==> src/rtl/cpu_pkg.sv <==
// Shared types for the cpu: FSM states, instruction field codes, shift codes,
// ALU operation selector and datapath control bundle.
package cpu_pkg;

   typedef enum logic [2:0] {
      S_WAIT      = 3'd0,
      S_DECODE    = 3'd1,
      S_GET_A     = 3'd2,
      S_GET_B     = 3'd3,
      S_ALU       = 3'd4,
      S_WRITE_REG = 3'd5,
      S_WRITE_IMM = 3'd6
   } state_e;

   localparam logic [2:0] OPC_MOV = 3'b110;
   localparam logic [2:0] OPC_ALU = 3'b101;

   localparam logic [1:0] OP_MOV_REG = 2'b00;
   localparam logic [1:0] OP_MOV_IMM = 2'b10;
   localparam logic [1:0] OP_ADD     = 2'b00;
   localparam logic [1:0] OP_CMP     = 2'b01;
   localparam logic [1:0] OP_AND     = 2'b10;
   localparam logic [1:0] OP_MVN     = 2'b11;

   typedef enum logic [1:0] {
      SH_NONE = 2'b00,
      SH_LSL  = 2'b01,
      SH_LSR  = 2'b10,
      SH_ASR  = 2'b11
   } shift_e;

   typedef enum logic [2:0] {
      ALU_MOV = 3'd0,
      ALU_ADD = 3'd1,
      ALU_CMP = 3'd2,
      ALU_AND = 3'd3,
      ALU_MVN = 3'd4
   } alu_op_e;

   typedef struct packed {
      logic load_a;
      logic load_b;
      logic load_c;
      logic load_flags;
      logic write_reg;
      logic write_imm;
   } dp_ctrl_t;

   function automatic logic [15:0] shift16(input logic [15:0] v, input shift_e sh);
      logic [15:0] r;
      case (sh)
         SH_LSL:  r = {v[14:0], 1'b0};
         SH_LSR:  r = {1'b0, v[15:1]};
         SH_ASR:  r = {v[15], v[15:1]};
         default: r = v;
      endcase
      return r;
   endfunction

   // MOV reg is the only non-ALU-opcode instruction that reaches the ALU state.
   function automatic alu_op_e decode_alu(input logic [2:0] opc, input logic [1:0] op);
      alu_op_e r;
      r = ALU_MOV;
      if (opc == OPC_ALU) begin
         case (op)
            OP_ADD:  r = ALU_ADD;
            OP_CMP:  r = ALU_CMP;
            OP_AND:  r = ALU_AND;
            default: r = ALU_MVN;
         endcase
      end
      return r;
   endfunction

endpackage

==> src/rtl/cpu_datapath.sv <==
// cpu datapath: R0..R7, operand latches A/B, shifter, ALU, result register C
// and N/V/Z status flags. All sequencing comes from the controller in cpu.
module cpu_datapath
   import cpu_pkg::*;
(
   input  logic        clk,
   input  logic        reset,
   input  dp_ctrl_t    ctrl,
   input  alu_op_e     alu_op,
   input  logic [2:0]  rn,
   input  logic [2:0]  rd,
   input  logic [2:0]  rm,
   input  shift_e      sh,
   input  logic [7:0]  imm8,
   output logic [15:0] out,
   output logic        n_flag,
   output logic        v_flag,
   output logic        z_flag
);

   logic [15:0] regs_q [8];
   logic [15:0] regs_d [8];
   logic [15:0] a_q, a_d;
   logic [15:0] b_q, b_d;
   logic [15:0] c_q, c_d;
   logic        n_q, n_d;
   logic        v_q, v_d;
   logic        z_q, z_d;

   logic [15:0] b_sh;
   logic [15:0] alu_res;
   logic        alu_v;

   assign b_sh = shift16(b_q, sh);

   always_comb begin
      alu_res = '0;
      alu_v   = 1'b0;
      case (alu_op)
         ALU_ADD: begin
            alu_res = a_q + b_sh;
            alu_v   = (a_q[15] == b_sh[15]) && (alu_res[15] != a_q[15]);
         end
         ALU_CMP: begin
            alu_res = a_q - b_sh;
            alu_v   = (a_q[15] != b_sh[15]) && (alu_res[15] != a_q[15]);
         end
         ALU_AND: alu_res = a_q & b_sh;
         ALU_MVN: alu_res = ~b_sh;
         default: alu_res = b_sh;
      endcase
   end

   // Operands are latched in GET_A/GET_B, so Rd aliasing Rn/Rm is harmless.
   always_comb begin
      regs_d = regs_q;
      a_d    = ctrl.load_a ? regs_q[rn] : a_q;
      b_d    = ctrl.load_b ? regs_q[rm] : b_q;
      c_d    = ctrl.load_c ? alu_res : c_q;
      n_d    = n_q;
      v_d    = v_q;
      z_d    = z_q;
      if (ctrl.load_flags) begin
         n_d = alu_res[15];
         v_d = alu_v;
         z_d = (alu_res == 16'd0);
      end
      if (ctrl.write_reg) regs_d[rd] = c_q;
      if (ctrl.write_imm) regs_d[rn] = {{8{imm8[7]}}, imm8};
   end

   always_ff @(posedge clk or negedge reset) begin
      if (!reset) begin
         regs_q <= '{default: 16'd0};
         a_q    <= '0;
         b_q    <= '0;
         c_q    <= '0;
         n_q    <= 1'b0;
         v_q    <= 1'b0;
         z_q    <= 1'b0;
      end else begin
         regs_q <= regs_d;
         a_q    <= a_d;
         b_q    <= b_d;
         c_q    <= c_d;
         n_q    <= n_d;
         v_q    <= v_d;
         z_q    <= z_d;
      end
   end

   assign out    = c_q;
   assign n_flag = n_q;
   assign v_flag = v_q;
   assign z_flag = z_q;

endmodule

==> src/rtl/cpu.sv <==
// cpu top: instruction register and sequencing FSM around cpu_datapath.
// Build option CPU_STATUS_ALL_EN: every ALU-state op updates N/V/Z, not only CMP.
//
// state       | meaning
// WAIT        | idle, w=1, waits for s
// DECODE      | pick path from IR opcode/op
// GET_A       | latch Rn into A
// GET_B       | latch Rm into B
// ALU         | CMP: latch flags; others: load C
// WRITE_REG   | Rd <= C
// WRITE_IMM   | Rn <= sign-extended imm8
module cpu
   import cpu_pkg::*;
(
   input  logic        clk,
   input  logic        reset,
   input  logic        s,
   input  logic        load,
   input  logic [15:0] in,
   output logic [15:0] out,
   output logic        N,
   output logic        V,
   output logic        Z,
   output logic        w
);

   state_e      state_q, state_d;
   logic [15:0] ir_q, ir_d;
   dp_ctrl_t    ctrl;

   logic [2:0] opcode;
   logic [1:0] op;
   logic       is_mov_imm;
   logic       is_mov_reg;
   logic       is_alu;
   logic       is_cmp;

   assign opcode     = ir_q[15:13];
   assign op         = ir_q[12:11];
   assign is_mov_imm = (opcode == OPC_MOV) && (op == OP_MOV_IMM);
   assign is_mov_reg = (opcode == OPC_MOV) && (op == OP_MOV_REG);
   assign is_alu     = (opcode == OPC_ALU);
   assign is_cmp     = is_alu && (op == OP_CMP);

   assign ir_d = load ? in : ir_q;

   always_comb begin
      state_d = state_q;
      ctrl    = '0;
      case (state_q)
         S_WAIT: begin
            if (s) state_d = S_DECODE;
         end
         S_DECODE: begin
            if (is_mov_imm)                             state_d = S_WRITE_IMM;
            else if (is_mov_reg || (is_alu && op == OP_MVN)) state_d = S_GET_B;
            else if (is_alu)                            state_d = S_GET_A;
            else                                        state_d = S_WAIT;
         end
         S_GET_A: begin
            ctrl.load_a = 1'b1;
            state_d     = S_GET_B;
         end
         S_GET_B: begin
            ctrl.load_b = 1'b1;
            state_d     = S_ALU;
         end
         S_ALU: begin
            if (is_cmp) begin
               ctrl.load_flags = 1'b1;
               state_d         = S_WAIT;
            end else begin
               ctrl.load_c = 1'b1;
`ifdef CPU_STATUS_ALL_EN
               ctrl.load_flags = 1'b1;
`else
               ctrl.load_flags = 1'b0;
`endif
               state_d = S_WRITE_REG;
            end
         end
         S_WRITE_REG: begin
            ctrl.write_reg = 1'b1;
            state_d        = S_WAIT;
         end
         S_WRITE_IMM: begin
            ctrl.write_imm = 1'b1;
            state_d        = S_WAIT;
         end
         default: state_d = S_WAIT;
      endcase
   end

   always_ff @(posedge clk or negedge reset) begin
      if (!reset) begin
         state_q <= S_WAIT;
         ir_q    <= '0;
      end else begin
         state_q <= state_d;
         ir_q    <= ir_d;
      end
   end

   assign w = (state_q == S_WAIT);

   cpu_datapath u_datapath (
      .clk    (clk),
      .reset  (reset),
      .ctrl   (ctrl),
      .alu_op (decode_alu(opcode, op)),
      .rn     (ir_q[10:8]),
      .rd     (ir_q[7:5]),
      .rm     (ir_q[2:0]),
      .sh     (shift_e'(ir_q[4:3])),
      .imm8   (ir_q[7:0]),
      .out    (out),
      .n_flag (N),
      .v_flag (V),
      .z_flag (Z)
   );

endmodule

==> config.mk <==
export PLATFORM = sky130hd
export DESIGN_NAME = cpu
export DESIGN_NICKNAME = d
export VERILOG_FILES = /design/src/rtl/cpu_pkg.sv /design/src/rtl/cpu_datapath.sv /design/src/rtl/cpu.sv
export SDC_FILE = /design/constraint.sdc
export NUM_CORES = 1
export LEC_CHECK = 0
export ABC_AREA = 1
export CELL_PAD_IN_SITES_DETAIL_PLACEMENT = 1
export CELL_PAD_IN_SITES_GLOBAL_PLACEMENT = 1
export CORE_MARGIN = 5
export CORE_UTILIZATION = 41
export DETAILED_ROUTE_END_ITERATION = 8
export GPL_ROUTABILITY_DRIVEN = 0
export MAX_ROUTING_LAYER = met4
export PLACE_DENSITY = 0.77
export SLEW_MARGIN = 20
export SYNTH_ARGS = -nofsm -noshare
export SYNTH_HDL_FRONTEND = slang
export SYNTH_SLANG_ARGS = --single-unit
==> constraint.sdc <==
create_clock -name clk -period 2.6 [get_ports clk]
set_input_delay 0.52 -clock clk [delete_from_list [all_inputs] [get_ports clk]]
set_output_delay 0.52 -clock clk [all_outputs]
set_load 0.02 [all_outputs]
After elaboration in Yosys (flattened, before gate mapping). Cells that the tools add are included.

Bits in registers: 198. Output and inout port bits: 20. Logic and storage cells: 95.

Bitwise gates (word level): 5. Magnitude comparators: 5. Eq/ne operators: 23. Mux-type cells: 32. Reduce and logical (&&, ||, !) cells: 12. Add/subtract/negate cells: 2.

Operator list (count): bitwise mux 128 bit (2); 2-to-1 mux 128 bit (2); binary-select mux 16 bit (select 3 bit) (2); demux 16 bit (select 3 bit) (2); 2-to-1 mux 16 bit (6); one-hot mux 16 bit (4 select lines) (1); one-hot mux 16 bit (3 select lines) (1); equality test 3 bit, second input constant (6); adder 16 bit (1); AND 16 bit (1); zero test 16 bit (1); inverter 16 bit (1); subtractor 16 bit (1); 2-to-1 mux 3 bit (5); one-hot mux 3 bit (5 select lines) (1); equality test 3 x 2 -> 1 bit, second input constant (4); >= comparator 4 bit, second input constant (3); inverter 3 -> 4 bit (3); one-hot mux 3 bit (3 select lines) (1); equality test 2 bit, second input constant (4); logical AND 1 bit (8); less-than comparator 4 x 1 -> 1 bit, second input constant (2); equality test 3 x 1 -> 1 bit, second input constant (2); 2-to-1 mux 1 bit (6); other kinds (9) (13).

Depth between registers and ports, before layout. Gate-level depths: netlist of the first run.

Depth after elaboration: 9. Gate-level depth with buffers: 23.

Modules after synthesis. From an unflattened synthesis of the first run, not the netlist that was laid out.

Cells, all modules: 1984. Area total of the unflattened synthesis: 13594.3 µm².

By module, submodules not included: cpu_datapath (sequential area each 4479.3 µm², instances 1, cells an instance 1893, area an instance 12668.4 µm²); cpu (sequential area each 475.5 µm², instances 1, cells an instance 91, area an instance 925.9 µm²).

Worst setup path after synthesis of the first run. No wires, ideal clock.

Path kind: register -> register. From: register ir_q[3]. To: register u_datapath.z_q (netlist: u_datapath.z_flag). Required time: 2484 ps. Buffers on the path: 1. Stages on the path, launching flop included: 21. Arrival: 2473 ps. Library setup time: 116 ps. Setup slack: 11 ps. Period minus slack after synthesis: 2589 ps. Path through: dfrtp_1 > nor2_2 > buf_6 > a21boi_1 > inv_1 > ha_1 > fa_1 > nand3_1 > nand2_1 > nand2_1 > nand2_1 > nand2_1 > nand2_1 > nand2_1 > nand3_1 > nand3_1 > nand2_1 > nand2_1 > nor2_1 > nand2_1 > nand2_1.

Longest elaborated chain between the ends: 5. Elaborated cells on any way between the ends: 10. Classes of those cells: add/sub (2); eq/ne (3); mux (2); bitwise (2); reduce/logical (1).

Ends and longest elaborated chain: start: declaration (line cpu.sv:28) `logic [15:0] ir_q, ir_d;`; start signal: assignment (line cpu.sv:100) `ir_q <= ir_d;`; equality test 2 bit or equality test 2 x 1 -> 1 bit (tied branches) (line cpu_pkg.sv:51) `case (sh)`; one-hot mux 16 bit (3 select lines) * (line cpu_pkg.sv:51); subtractor 16 bit (tied with other cells) (line cpu_datapath.sv:45) `alu_res = a_q - b_sh;`; one-hot mux 16 bit (4 select lines) * (line cpu_datapath.sv:39) `case (alu_op)`; zero test 16 bit * (line cpu_datapath.sv:66) `z_d = (alu_res == 16'd0);`; end signal: assignment (line cpu_datapath.sv:88) `z_q <= z_d;`; end: declaration (line cpu_datapath.sv:28) `logic z_q, z_d;`.

Every way passes the cells marked *; elsewhere a longest branch is shown, timed or not. A chain may end at the register's enable or synchronous reset.

Worst setup path after layout of the first run.
From: register ir_q[4]. To: register u_datapath.z_q (netlist: u_datapath.z_flag).

Same word-level chain as after synthesis.

==> results_dict.tcl, run 1 <==
set metrics [dict create \
    outcome "complete, but fails checks" \
    violations "setup timing" \
    ys.flop_type "dfrtp_1" \
    rows 66 \
    hold_buffers 0 \
    total_power_uw 21900 \
    dr.pass1.iters 7 \
    yosysSeqAreaShare 0.363 \
    first_global_vias 15700 \
    hold_class "input pin to async pin" \
    viasPerCell 6.05 \
    htreeDepth 4 \
    setup_slack_ns -0.462 \
    core_area_sq_mm 0.0327 \
    grt-ovfl-total 0 \
    grt_max_degree 100 \
    crit_fanout 6 \
    async_flop_share 1.00 \
    die_w_um 193 \
    syn_to_final_growth_pct 30.5 \
    period_minus_slack_ns 3.06 \
    cp.arrival_ns 3.46 \
    track_usage 0.318 \
    fp.dieH_um 193 \
    maxSlewViolCount 0 \
    finalCritPeriodShare 1.18 \
    vdd_drop_max_v 0.000582 \
    rr_worst_depth 19 \
    power_density_mw_per_mm2 1230 \
    post-dp-hpwl_mm 40.9 \
    drive_gt1_frac 0.248 \
    crit_type "flip-flop to flip-flop" \
    endpoint_kind "flip-flop" \
    hold_viol 0 \
    worst_pin_slew_ns 0.824 \
    path_clk_slew_ns 0.09 \
    max_freq_mhz 327 \
    grt_pass1_wl_mm 89.5 \
    synth-seq-cells 198 \
    drc 0 \
    fin_nets 2262 \
    cts_tree "built" \
    syn_inst 2015 \
    vias 16100 \
    synth_edf_count 0 \
    worst_clock_skew_ns 0.0131 \
    slew_headroom 0.450 \
    syn_area_sq_mm 0.0137 \
    syn-num-nets 2078 \
    totalWireLength_mm 64.4 \
    syn_avg_cell_area_sq_um 6.78 \
    initial_utilization 0.418 \
    ys_types 49 \
    ioPinCount 40 \
    cap_violations 0 \
    setup_viol 16 \
    rsz0062_at_grt "true" \
    cts_root_buf "clkbuf_16" \
    die_area_sq_mm 0.0371 \
    wl_per_cell_um 24.2 \
    drtIter0Drc 1719 \
    p_leak_uw 0.00859 \
    synth_warnings 0 \
    cts_sinks 198 \
    antenna_left 0 \
    port_buffers 39 \
    clock_latency_ns 0.46 \
    dp_slack_ns -0.314 \
    cts_buffers 17 \
    antenna_found_initial 1 \
    required_ns 3.00 \
    clockBufferDepth 2 \
    start_kind "flip-flop" \
]
[flip-flops by register name, summed over array words and instances (netlist names)]
name / count
state_q: 3
u_datapath.n_flag: 1
u_datapath.v_flag: 1
ir_q: 16
u_datapath.z_flag: 1
u_datapath.a_q: 16
u_datapath.b_q: 16
u_datapath.regs_q: 128
u_datapath.out: 16
[power breakdown]
part           internal [uW]  switching (uW)  leakage [uW]
Clock                   1470            1390      0.000299
Combinational           5510            8170       0.00570
Sequential              4130            1190       0.00259
[kinds of logic after synthesis]
| family | share of synthesized area |
|---|---|
| compound gates | 0.246 |
| simple gates | 0.234 |
| buf+inv | 0.115 |
| xor+xnor | 0.00192 |
| flops | 0.363 |
| fa+ha+maj | 0.0405 |
[timing repair]
| action | in CTS | in global routing |
|---|---|---|
| setup buffers | 23 | 18 |
| pin swaps | 72 | 85 |
| setup endpoints to repair | 14 | 16 |
| resized for setup | 178 | 151 |
[synth_stat cells (24+ instances only)]
library cell | n | area share
nor2_1 | 122 | 0.034
ha_1 | 41 | 0.038
clkbuf_1 | 74 | 0.020
o21ai_0 | 345 | 0.13
nand2_1 | 436 | 0.12
nand3_1 | 129 | 0.047
buf_2 | 24 | 0.0088
o211ai_1 | 48 | 0.026
inv_1 | 284 | 0.078
a21oi_1 | 168 | 0.062
dfrtp_1 | 198 | 0.36
[cell type report]
type | instances | area, sq um
inverter | 300 | 1140
clock inverter | 15 | 186
clock buffer | 17 | 425
timing repair buffer | 272 | 2300
multi-input combinational | 1410 | 8260
tap | 442 | 553
antenna | 2 | 5.00
sequential | 198 | 4960
fill | 4130 | 14900
[cells in the final DEF (no fill, tap or decap), drive strengths merged, types with 2 or more instances in the layout]
| cell type | n |
|---|---|
| and2 | 2 |
| nand4 | 14 |
| o211ai | 48 |
| o22ai | 15 |
| a21oi | 168 |
| a211oi | 2 |
| clkdlybuf4s50 | 38 |
| nor2 | 140 |
| ha | 41 |
| clkbuf | 18 |
| o21bai | 6 |
| o221ai | 6 |
| nor4 | 2 |
| xor2 | 2 |
| a31oi | 9 |
| nor3 | 11 |
| fa | 2 |
| o21ai | 350 |
| nand3b | 2 |
| bufinv | 2 |
| nand2 | 443 |
| dfrtp | 198 |
| buf | 233 |
| a2111oi | 6 |
| and3 | 3 |
| diode | 2 |
| o221a | 3 |
| inv | 303 |
| clkinv | 9 |
| nand3 | 131 |
[metal layers]
metal	GRT usage	share of wire	routed length, um
met1	0.406	0.40	25900
met5	-	0	0
met2	0.527	0.48	30800
met4	0.111	0.055	3550
met3	0.0384	0.064	4140
[final timing paths]
kind | endpoint | slack, ns | startpoint
hold reg to reg | u_datapath.n_flag | 0.50 | u_datapath.n_flag
setup / recovery | u_datapath.z_flag | -0.46 | ir_q[4]
hold / removal | u_datapath.regs_q[5] | 0.05 | reset
max in group asynchronous | u_datapath.regs_q[56] | 1.78 | reset
setup reg to reg | u_datapath.z_flag | -0.46 | ir_q[4]
min in group clk | u_datapath.n_flag | 0.50 | u_datapath.n_flag
[stage by stage]
step | instances | area (sq um) | utilization | TNS [ns] | hold WS (ns)
finish | 2656 | 17800 | 0.545 | -3.24 | 0.0517
detailed placement | 2583 | 15700 | 0.480 | -2.24 | 0.510
global placement | 2583 | 15700 | 0.480 | -0.960 | 0.498
global route | 2656 | 17800 | 0.545 | -4.71 | 0.0982
CTS | 2638 | 17200 | 0.527 | -0.113 | 0.0836
floorplan | 2015 | 13700 | - | 0 | 0.224
[worst max-delay path: stages, from the launching register on]
cell and delay, ns:
dfrtp_2 0.49, buf_6 0.17, nor2_4 0.22, nand2_2 0.08, nand2_2 0.10, inv_2 0.07
ha_4 0.36, buf_6 0.15, nand2_4 0.08, nor2_4 0.13, nand2_1 0.11, nand2_1 0.09
nand2_1 0.15, nand3_2 0.14, nand4_1 0.16, nor2_2 0.15, nand3_2 0.13, nor2_1 0.11
nand2_1 0.06, nand2_1 0.06
No activity file was read; power rests on OpenSTA's default activity.
==> run 2: changes to the inputs <==
--- a/config.mk
+++ b/config.mk
@@ -5,15 +5,14 @@
 export SDC_FILE = /design/constraint.sdc
 export NUM_CORES = 1
 export LEC_CHECK = 0
-export ABC_AREA = 1
 export CELL_PAD_IN_SITES_DETAIL_PLACEMENT = 1
 export CELL_PAD_IN_SITES_GLOBAL_PLACEMENT = 1
 export CORE_MARGIN = 5
-export CORE_UTILIZATION = 41
+export CORE_UTILIZATION = 44
 export DETAILED_ROUTE_END_ITERATION = 8
 export GPL_ROUTABILITY_DRIVEN = 0
 export MAX_ROUTING_LAYER = met4
-export PLACE_DENSITY = 0.77
+export PLACE_DENSITY_LB_ADDON = 0.1
 export SLEW_MARGIN = 20
 export SYNTH_ARGS = -nofsm -noshare
 export SYNTH_HDL_FRONTEND = slang
==> run 2 against run 1 <==
  * The run still ends with setup timing left
  * Maximum frequency is 9.9% lower
  * Clock power is 2% higher
  * Via count is 19% lower
  * Setup slack worse by 0.34 ns
  * Critical path depth is 3 lower
  * Combinational power is 22% lower
  * Wire length is 16% lower
  * Largest cell class unchanged
==> results_dict.tcl, run 2 <==
set metrics [dict create \
    die_area_sq_mm 0.0335 \
    fin_nets 1771 \
    p_int_uw 11000 \
    outcome "complete, but fails checks" \
    start_kind "flip-flop" \
    wl_per_cell_um 25.6 \
    mostFrequentLayoutCells "337 x nand2_1, 268 x buf_4, 195 x dfrtp_1" \
    track_usage 0.328 \
    finalCritPeriodShare 1.31 \
    synth_edf_count 0 \
    syn_inst 1483 \
    regArea_sq_mm 0.00496 \
    rsz0062_at_grt "true" \
    viasPerCell 6.19 \
    final_common_cell "nand2_1" \
    endpoint_kind "flip-flop" \
    required_ns 2.97 \
    syn-num-nets 1546 \
    fp.dieH_um 183 \
    rows 63 \
    power_density_mw_per_mm2 1120 \
    violations "setup timing" \
    core_area_sq_mm 0.0296 \
    p_seq_frac 0.289 \
    globalRouteMet3Util 0.0367 \
    vdd_drop_max_v 0.000549 \
    drtIter0Drc 979 \
    period_minus_slack_ns 3.40 \
    yosysTopAreaCell "dfrtp_1" \
    antenna_found_initial 1 \
    dr.pass1.iters 7 \
    cts_sinks 198 \
    crit_fanout 6 \
    cp.arrival_ns 3.77 \
    clockBufferDepth 2 \
    yosysMostFrequentCell "nand2_1" \
    synth-seq-cells 198 \
    worst_clock_skew_ns 0.00992 \
    drive_gt1_frac 0.304 \
    maxSlewViolCount 0 \
    multi_input_area_sq_mm 0.00816 \
    hold_class "input pin to async pin" \
    setup_viol 17 \
    hold_buffers 0 \
    hold_ws_ns 0.0340 \
    vias 13100 \
    die_w_um 183 \
    drc 0 \
    ys_top_cells_by_area "dfrtp_1 38%, nand2_1 9.6%, mux4_2 8.5%" \
    syn_avg_cell_area_sq_um 8.89 \
    post-dp-hpwl_mm 38.6 \
    largest_reg_flops 128 \
    setup_slack_ns -0.800 \
    grt_max_degree 60 \
    ys_types 90 \
    ys.flop_type "dfrtp_1" \
    use_met2 0.561 \
    first_global_vias 14000 \
    comb_power_share 0.559 \
    syn_to_final_growth_pct 30.2 \
    slew_headroom 0.347 \
    syn_area_sq_mm 0.0132 \
    netlist.area_leader.share 0.376 \
    async_flop_share 1.00 \
    cts_root_buf "clkbuf_16" \
    port_buffers 39 \
    cts_tree "built" \
    grt-ovfl-total 0 \
    p_clk_frac 0.153 \
    grt_pass1_wl_mm 83.0 \
    worst_pin_slew_ns 0.980 \
    clock_latency_ns 0.45 \
    synth_warnings 0 \
    hold_viol 0 \
    htreeDepth 4 \
    crit_type "flip-flop to flip-flop" \
    totalWireLength_mm 54.1 \
    nFillCells 3371 \
    p_leak_uw 0.00739 \
    use_met1 0.399 \
    ioPinCount 40 \
    swShare 0.425 \
    path_clk_slew_ns 0.08 \
    dp_slack_ns -0.776 \
    antenna_left 0 \
    initial_utilization 0.445 \
    p_switching_uw 8160 \
    yosysSeqAreaShare 0.376 \
    max_freq_mhz 294 \
    cts_buffers 17 \
    synth_common_cells "338 x nand2_1, 198 x dfrtp_1, 138 x a31oi_1" \
    top_register "u_datapath.regs_q" \
    total_power_uw 19200 \
    cap_violations 0 \
    top_usage_layer "met2" \
]
[run 2: path summary, 6_finish.rpt]
| check | start | to | slack (ns) | cells after the start |
|---|---|---|---|---|
| max | ir_q[4] | u_datapath.z_flag | -0.80 | 16 |
| min | reset | u_datapath.regs_q[58] | 0.03 | 1 |
| max reg2reg | ir_q[4] | u_datapath.z_flag | -0.80 | 16 |
| min reg2reg | u_datapath.n_flag | u_datapath.n_flag | 0.50 | 2 |
| max in group asynchronous | reset | ir_q[8] | 1.73 | 2 |
| min in group clk | u_datapath.n_flag | u_datapath.n_flag | 0.50 | 2 |
[run 2: area by class of cell]
cell class	instances	share of cell area
Clock inverter	13	0.0114
Sequential cell	198	0.289
Inverter	33	0.00722
Multi-Input combinational cell	1126	0.476
Antenna cell	1	0.000146
Clock buffer	19	0.0252
Tap cell	390	0.0284
Timing Repair Buffer	332	0.163
[run 2: per-stage QoR]
step	std cells	TNS (ns)	utilization	area (sq um)
global route	2112	-12.32	0.579	17200
detailed placement	2055	-8.76	0.532	15800
global placement	2055	-6.98	0.532	15800
floorplan	1483	-4.44	-	13300
CTS	2098	-7.19	0.570	16900
finish	2112	-9.74	0.579	17200
[run 2: power by group through the flow]
stage | registers (uW) | clock network (uW) | logic [uW]
after detailed placement | 5500 | 0 | 9050
final | 5540 | 2930 | 10700
after global placement | 5420 | 0 | 8710
after floorplan | 5020 | 0 | 5410
after global routing | 5640 | 3100 | 11400
after CTS | 5480 | 2960 | 9870
[run 2: cells by family after synthesis]
| kind of cell | count (synthesis) | share of synthesized area |
|---|---|---|
| and+or+nand+nor | 560 | 0.185 |
| AOI/OAI and AO/OA | 382 | 0.190 |
| DFF | 198 | 0.376 |
| buffers and inverters | 159 | 0.0524 |
| muxes | 128 | 0.147 |
| adders and majority gates | 43 | 0.0420 |
| xor gates and xnor gates | 13 | 0.00864 |
[run 2: repair_timing]
item                       4_1_cts  5_1_grt
cloned                           0        1
setup endpoints to repair       18       18
buffers inserted                12       13
pin swaps                       38       40
gates resized for setup         84       35
[run 2: per-layer routing]
metal | vias to the layer above | routed length, um | share of wire
met5 | - | 0 | 0
met4 | 0 | 2270 | 0.042
met3 | 140 | 2100 | 0.039
met2 | 396 | 27600 | 0.51
met1 | 6762 | 22100 | 0.41
li1 | 5782 | - | -
[run 2: worst max-delay path, stage by stage (launching register included)]
cell and delay [ns]:
dfrtp_1 0.41, buf_12 0.16, buf_4 0.16, o21ai_2 0.20
buf_4 0.17, inv_1 0.05, ha_1 0.21, buf_4 0.15
or3_1 0.45, o211a_1 0.28, buf_6 0.14, a211oi_4 0.26
o221a_2 0.24, o21ai_2 0.08, a21oi_2 0.12, nand4_1 0.12
o21ai_1 0.15
==> run 3: changes to the inputs <==
--- a/config.mk
+++ b/config.mk
@@ -8,8 +8,10 @@
 export CELL_PAD_IN_SITES_DETAIL_PLACEMENT = 1
 export CELL_PAD_IN_SITES_GLOBAL_PLACEMENT = 1
 export CORE_MARGIN = 5
-export CORE_UTILIZATION = 44
+export CORE_UTILIZATION = 47
+export CTS_BUF_LIST = sky130_fd_sc_hd__clkbuf_4
 export DETAILED_ROUTE_END_ITERATION = 8
+export DONT_BUFFER_PORTS = 1
 export GPL_ROUTABILITY_DRIVEN = 0
 export MAX_ROUTING_LAYER = met4
 export PLACE_DENSITY_LB_ADDON = 0.1
==> run 3 against run 2 <==
  * The run ends with hold timing, setup timing left
  * Die area decreased by 6.0%
  * Combinational power about the same
  * Critical path depth unchanged
  * Setup slack got worse by 0.17 ns
  * Clock skew increased by 0.045 ns
  * Maximum frequency decreased by 4.7%
  * Sequential share of layout area increased by 1.3 points
  * First-iteration DRC count increased by 35%
  * Via count increased by 1.9%
  * Final area decreased by 4.4%
  * Count of clock-buffer cells in the layout decreased by 1
  * Largest power group unchanged
==> results_dict.tcl, run 3 (synthesis gave the netlist of run 2 again) <==
set metrics [dict create \
    outcome "complete, but fails checks" \
    violations "hold timing, setup timing" \
    die_w_um 177 \
    dp_cells 1995 \
    cts_tree "built" \
    fin_area_sq_mm 0.0164 \
    critPathTopFamily "compound AO/OA/AOI/OAI gates" \
    cts_sinks 198 \
    die_area_sq_mm 0.0315 \
    period_minus_slack_ns 3.57 \
    fp.dieH_um 177 \
    post-dp-hpwl_mm 37.1 \
    drive_gt1_frac 0.306 \
    worst_clock_skew_ns 0.0546 \
    stdcell_count 2056 \
    clockBufferDepth 2 \
    vias 13300 \
    drc 0 \
    crit_path_top_delay_cell "dfrtp_2" \
    totalWireLength_mm 56.2 \
    cts_buffers 17 \
    wl_per_cell_um 27.3 \
    mostFrequentLayoutCells "336 x nand2_1, 265 x buf_4, 195 x dfrtp_1" \
    viasPerCell 6.48 \
    top_register "u_datapath.regs_q" \
    start_kind "flip-flop" \
    maxSlewViolCount 0 \
    p_clk_frac 0.102 \
    grt_pass1_wl_mm 81.6 \
    rsz0062_at_grt "true" \
    cts_root_buf "clkbuf_4" \
    hold_class "input pin to async pin" \
    swShare 0.470 \
    dpl_cell_area_sq_mm 0.0153 \
    grt-ovfl-total 0 \
    regToRegStartpoint "ir_q[3]" \
    setup_viol 17 \
    crit_fanout 4 \
    path_clk_slew_ns 0.22 \
    crit_buf_inv 3 \
    port_buffers 0 \
    core_area_sq_mm 0.0277 \
    vdd_drop_max_v 0.000470 \
    grt_max_degree 199 \
    hold_viol 198 \
    antenna_found_initial 1 \
    cp.arrival_ns 4.14 \
    critPathMaxStageDelay_ns 0.51 \
    required_ns 3.17 \
    finalCritPeriodShare 1.37 \
    p_int_uw 9700 \
    fin_nets 1727 \
    first_global_vias 13900 \
    max_freq_mhz 280 \
    setup_slack_ns -0.967 \
    initial_utilization 0.476 \
    dr.pass1.iters 5 \
    cap_violations 0 \
    p_seq_frac 0.322 \
    syn_to_final_growth_pct 24.5 \
    rows 61 \
    critPathLaunch "ir_q[3]" \
    cp_common_cell "inv_2" \
    drtIter0Drc 1326 \
    htreeDepth 4 \
    hold_ws_ns -0.472 \
    power_density_mw_per_mm2 1110 \
    track_usage 0.348 \
    ioPinCount 40 \
    final_common_cell "nand2_1" \
    dp_slack_ns -0.960 \
    setup_tns_ns -10.75 \
    endpoint_kind "flip-flop" \
    largest_reg_flops 128 \
    antenna_left 0 \
    slew_headroom 0.404 \
    p_leak_uw 0.00705 \
    comb_power_share 0.576 \
    p_switching_uw 8590 \
    worst_pin_slew_ns 0.893 \
    crit_chain "buf_6, nor3b_4, a21oi_4, inv_2, ha_4, inv_2, fa_2, nor2b_4, o311a_4, o211a_4, o21a_1, o21ai_2, a22oi_2, nor4b_4, nand4_1, o21ai_1" \
    total_power_uw 18300 \
    crit_type "flip-flop to flip-flop" \
    clock_latency_ns 0.66 \
]
-- run 3: cell count changes in the layout (fill, tap and decap cells not counted), moves of 5 or more --
cell / change
clkdlybuf4s50_1: -38
clkbuf_16: -18
clkbuf_4: +18
dlygate4sd3_1: +8
buf_6: -6
clkinv_8: +5
-- run 3: path summary, 6_finish.rpt --
path / cells past startpoint / slack [ns] / end
max: 16 / -0.97 / u_datapath.z_flag
min: 0 / -0.47 / u_datapath.regs_q[104]
max reg2reg: 16 / -0.97 / u_datapath.z_flag
min reg2reg: 2 / 0.55 / u_datapath.b_q[0]
max in group asynchronous: 0 / 2.55 / u_datapath.b_q[9]
min in group clk: 2 / 0.03 / ir_q[11]
-- run 3: worst register-to-register path: stages, from the launching register on --
cell	delay, ns
dfrtp_2	0.51
buf_6	0.14
nor3b_4	0.21
a21oi_4	0.07
inv_2	0.09
ha_4	0.14
inv_2	0.04
fa_2	0.36
nor2b_4	0.15
o311a_4	0.34
o211a_4	0.28
o21a_1	0.20
o21ai_2	0.20
a22oi_2	0.12
nor4b_4	0.29
nand4_1	0.20
o21ai_1	0.16
-- run 3: power groups by stage --
stage / Clock (uW) / Sequential, uW / Combinational (uW)
2_1_floorplan: 0 / 5020 / 5410
4_1_cts: 1880 / 5800 / 9220
5_1_grt: 2010 / 6010 / 11100
3_3_place_gp: 0 / 5740 / 8050
3_5_place_dp: 0 / 5830 / 8450
6_report: 1860 / 5880 / 10500
-- run 3: metrics by stage --
step	hold WS, ns	utilization
finish	-0.472	0.592
global route	-0.528	0.592
CTS	-0.496	0.581
detailed placement	0.234	0.551
global placement	0.233	0.551
floorplan	0.224	-
-- run 3: what timing repair did --
item,CTS,global route
hold buffers,6,2
setup buffers,11,12
resized for setup,70,46
cloned,0,0
endpoints found under the hold margin,203,201
setup endpoints to repair,17,18
pin swaps,39,37
-- run 3: final cells by class --
| class | count | area [sq um] |
|---|---|---|
| Fill cell | 3158 | 11300 |
| Multi-Input combinational cell | 1126 | 8220 |
| Sequential cell | 198 | 4960 |
| Timing Repair Buffer | 288 | 2320 |
| Tap cell | 378 | 473 |
| Clock inverter | 14 | 180 |
| Clock buffer | 18 | 135 |
| Inverter | 33 | 126 |
| Antenna cell | 1 | 2.50 |
-- run 3: per-layer routing --
layer,wire [um],part of all wire,GRT usage
met4,3260,0.058,0.150
met5,0,0,-
met3,3600,0.064,0.0505
met2,27800,0.49,0.586
met1,21500,0.38,0.418
==> patch 1: new RTL, config.mk and constraints of run 3 <==
Register the inputs `s`, `load` and `in` before use, without a reset. The logic sees them one clock later.
--- a/src/rtl/cpu.sv
+++ b/src/rtl/cpu.sv
@@ -24,6 +24,16 @@
    output logic        w
 );
 
+   logic s_q;
+   logic load_q;
+   logic [15:0] in_q;
+
+   always_ff @(posedge clk) begin
+      s_q    <= s;
+      load_q <= load;
+      in_q   <= in;
+   end
+
    state_e      state_q, state_d;
    logic [15:0] ir_q, ir_d;
    dp_ctrl_t    ctrl;
@@ -42,14 +52,14 @@
    assign is_alu     = (opcode == OPC_ALU);
    assign is_cmp     = is_alu && (op == OP_CMP);
 
-   assign ir_d = load ? in : ir_q;
+   assign ir_d = load_q ? in_q : ir_q;
 
    always_comb begin
       state_d = state_q;
       ctrl    = '0;
       case (state_q)
          S_WAIT: begin
-            if (s) state_d = S_DECODE;
+            if (s_q) state_d = S_DECODE;
          end
          S_DECODE: begin
             if (is_mov_imm)                             state_d = S_WRITE_IMM;
Check against the original RTL: not equivalent (Yosys sat finds a counterexample within 4 cycles, from zero or initial values and one cycle with reset low).
==> patch 1 against run 3 <==
  * Largest power group unchanged
  * Largest cell class unchanged
  * Non-clock buffer count grew 32
  * Area after synthesis grew 2.9%
  * Cell area increased by 8.8%
  * Clock skew is 0.0029 ns higher
  * Total power up 13%
  * Critical path type unchanged
  * Setup slack got worse by 0.20 ns
  * Sequential cell count grew 18
  * The run ends with DRC, hold timing, setup timing left
  * Wire length up 16%
  * Highest routed layer unchanged
==> patch 1: results <==
[run_status]
status = "complete, but fails checks"
violations = "DRC, hold timing, setup timing"

[yosys]
synth_cell_types = 77
synth_xor_area_frac = 0.00646
synth_mux_area_frac = 0.152
async_reset_ff_frac = 0.917
syn_area_per_cell_um2 = 9.02
synth.top_cells.by_count = "nand2_1, dfrtp_1, a31oi_1, nor2_1, clkbuf_1"
synth_area_leaders = "dfrtp_1, nand2_1, mux4_2, a31oi_1, mux2i_1"
synth_compound_area_frac = 0.187
syn_nets = 1566
ys_seq_area_frac = 0.392

[global_routing]
grt.total_usage = 0.362
antenna_found_initial = 3
grt_first_pass_wirelength_um = 90200

[detailed_routing]
initialDrtViolationCount = 1790
first_pass_iters = 8
via_per_inst = 6.76
drc = 1
wl_um = 65400
dr_total_vias = 14832

[setup_path]
r2r_end = "u_datapath.z_flag"
cp_max_fo = 9
regToRegSetupSlack_ns = -1.17
cpMaxStageDelayCell = "dfrtp_1"
reg2reg_depth = 15
cp.arrival_ns = 4.39
critical-path-max-stage-delay_ns = 0.41

[clocking]
htreeDepth = 2
cts_buffers = 59
cts_hold_buf = 18
cts_buffer_depth = 3
cts.clk_slew.worst_paths_ns = 0.10
clk-insertion-delay-late_ns = 0.77

[timing]
fin_worst_hold_slack_ns = -0.548
setup_slack_ns = -1.17
hold_viol = 198
setup_tns_ns = -12.62
max-slew-margin-rel = 0.369
setup_viol = 18
fin_skew_ns = 0.0575

[power_and_ir_drop]
vdd_ir_drop_max_uv = 474
internal_power_mw = 11.4

[placed_design]
dp.cells = 2039
dp_hpwl_um = 38700

[finish]
final_nets = 1823
fillCellCount = 3174
drive_gt1_frac = 0.345
## patch 1: cell types whose count changed after synthesis, moves of 7 or more
cell	change
a21o_1	+7
clkbuf_1	+7
dfxtp_1	+18
nand2_1	-8
o21ai_1	-14
## patch 1: worst min-delay path by stage
stage | startpoint | end | slack [ns] | depth (start not counted)
2_1_floorplan | reset | ir_q[0] | 0.22 | 0
3_3_place_gp | reset | u_datapath.regs_q[1] | 0.23 | 0
3_5_place_dp | reset | u_datapath.regs_q[1] | 0.23 | 0
4_1_cts | reset | u_datapath.regs_q[54] | -0.55 | 0
5_1_grt | reset | state_q[2] | -0.59 | 0
6_report | reset | state_q[2] | -0.55 | 0
## patch 1: what timing repair did
action | in CTS | in global routing
endpoints found under the hold margin | 216 | 198
endpoints found under the setup margin | 18 | 19
pin swaps | 40 | 40
buffers inserted | 14 | 20
resized for setup | 96 | 58
## patch 1: final cells by class
| cell class | instances | area (µm²) | area share |
|---|---|---|---|
| Multi-Input combinational cell | 1128 | 8490 | 0.476 |
| Sequential cell | 216 | 5320 | 0.298 |
| Timing Repair Buffer | 320 | 2600 | 0.145 |
| Clock buffer | 89 | 668 | 0.0374 |
| Tap cell | 384 | 480 | 0.0269 |
| Clock inverter | 19 | 154 | 0.00862 |
| Inverter | 36 | 140 | 0.00785 |
| Antenna cell | 3 | 7.51 | 0.000420 |
## patch 1: cells by family (layout without fill, tap and decap cells)
kind of cell | after synthesis | in the layout
fa+ha+maj | 42 | 42
buf+inv | 160 | 464
compound gates | 383 | 383
xor+xnor | 10 | 10
mux | 136 | 136
simple gates | 557 | 557
flops | 216 | 216
other cells | 0 | 3
## patch 1: metal layers
layer / up-vias / share of wire / GRT usage
met5: - / 0 / -
met1: 7415 / 0.37 / 0.431
met4: 0 / 0.064 / 0.162
met2: 1054 / 0.48 / 0.605
met3: 370 / 0.089 / 0.0614
li1: 5993 / - / -
## patch 1: stage by stage
step	hold WS [ns]	area [µm²]	worst slack [ns]	power, mW
after CTS	-0.549	17400	-0.818	18.5
after detailed placement	0.233	15900	-1.06	14.1
after floorplan	0.224	13800	-0.762	10.3
after global routing	-0.587	17900	-1.25	21.3
final	-0.548	17900	-1.17	20.7
after global placement	0.234	15900	-0.925	13.7
## patch 1: critical path: cells and delay by family, from the launching register on
family          cells  cell delay [ns]
flops               1             0.41
fa+ha+maj           1             0.36
mux                 2             0.57
simple gates        3             0.68
compound gates      4             0.99
buf+inv             5             0.60
## patch 1: power by group through the flow
stage,Clock (mW),Sequential [mW],Combinational (mW)
global placement,0,5.88,7.82
detailed placement,0,5.96,8.18
finish,3.55,6.19,10.9
floorplan,0,5.21,5.09
global route,3.76,6.21,11.3
CTS,3.48,5.94,9.07
==> patch 2: new RTL, config.mk and constraints of run 3 <==
Without the edit above. The option `CPU_STATUS_ALL_EN` is turned on by a define.
--- a/src/rtl/cpu.sv
+++ b/src/rtl/cpu.sv
@@ -9,6 +9,8 @@
 // ALU         | CMP: latch flags; others: load C
 // WRITE_REG   | Rd <= C
 // WRITE_IMM   | Rn <= sign-extended imm8
+`define CPU_STATUS_ALL_EN
+
 module cpu
    import cpu_pkg::*;
 (
Check against the original RTL: not equivalent (a bounded check fails within 10 cycles, from zero or initial values and one cycle with reset low).
==> patch 2 against run 3 <==
  * The run still ends with hold timing, setup timing left
  * Area after synthesis is 0.76% lower
  * Hold slack better by 0.027 ns
  * Sequential power is 0.9% higher
  * Total power is 2.0% higher
  * Sequential cell count stayed put
  * Wire length is 12% higher
  * Setup slack worse by 0.37 ns
  * Cell area is 3.0% higher
  * Critical path type unchanged
  * Largest power group unchanged
==> patch 2: results <==
[detailed_routing]
initialDrtViolationCount = 1836
via_per_inst = 6.88
dr_total_vias = 14717

[finish]
nonClkBufAreaFrac = 0.161
fillCellCount = 3214
inv_count = 37
seq_area_mm2 = 0.00496
multi_input_area_share = 0.491
drive_gt1_frac = 0.328
buffers = 347
multi_input_cells = 1147
final_nets = 1811
seq_cells = 198

[power_and_ir_drop]
power.leakage_nw = 7.41
vdd_ir_drop_max_uv = 423
power.density_mw_per_mm2 = 1100
p_sw_frac = 0.481

[yosys]
synth.top_cells.by_count = "nand2_1, dfrtp_1, a31oi_1, nor2_1, clkbuf_1"
synthAdderAreaFrac = 0.0423
synth_mux_area_frac = 0.144
synth_area_leaders = "dfrtp_1, nand2_1, mux4_2, a31oi_1, mux2i_1"
synth_xor_area_frac = 0.00670
synth_cell_types = 81
synth_compound_area_frac = 0.193
ys_seq_area_frac = 0.379

[setup_path]
cp_max_fo = 7
r2r_end = "u_datapath.z_flag"
reg2reg_depth = 17
cpMaxStageDelayCell = "or4_4"
critical-path-max-stage-delay_ns = 0.55
cp.arrival_ns = 4.49
crit_family = "simple AND/OR/NAND/NOR gates"

[timing]
setup_viol = 18
max-slew-margin-rel = 0.429
hold_viol = 198
setup_slack_ns = -1.33
fin_skew_ns = 0.0510
fin_worst_hold_slack_ns = -0.445
setup_tns_ns = -13.36

[run_status]
violations = "hold timing, setup timing"
status = "complete, but fails checks"

[global_routing]
grt_first_pass_wirelength_um = 89700

[placed_design]
dp.cells = 2055
patch 2: routing by layer:
layer	wire, µm	up-vias	global-route usage
met2	30000	997	0.627
met1	24100	7479	0.466
met5	0	-	-
met3	5190	320	0.0692
met4	3810	0	0.173
li1	-	5921	-
patch 2: worst max path at each step:
stage                                    to  slack [ns]  cells after the start
after floorplan           u_datapath.z_flag       -0.79                     16
after global placement    u_datapath.z_flag       -1.03                     15
after detailed placement  u_datapath.z_flag       -1.21                     15
after CTS                 u_datapath.z_flag       -1.08                     14
after global routing      u_datapath.z_flag       -1.39                     17
final                     u_datapath.z_flag       -1.33                     17
patch 2: what timing repair did:
item / 4_1_cts / 5_1_grt
hold buffers: 5 / 2
setup buffers: 37 / 10
setup endpoints to repair: 16 / 21
pin swaps: 37 / 29
endpoints found under the hold margin: 204 / 199
gates resized for setup: 93 / 69
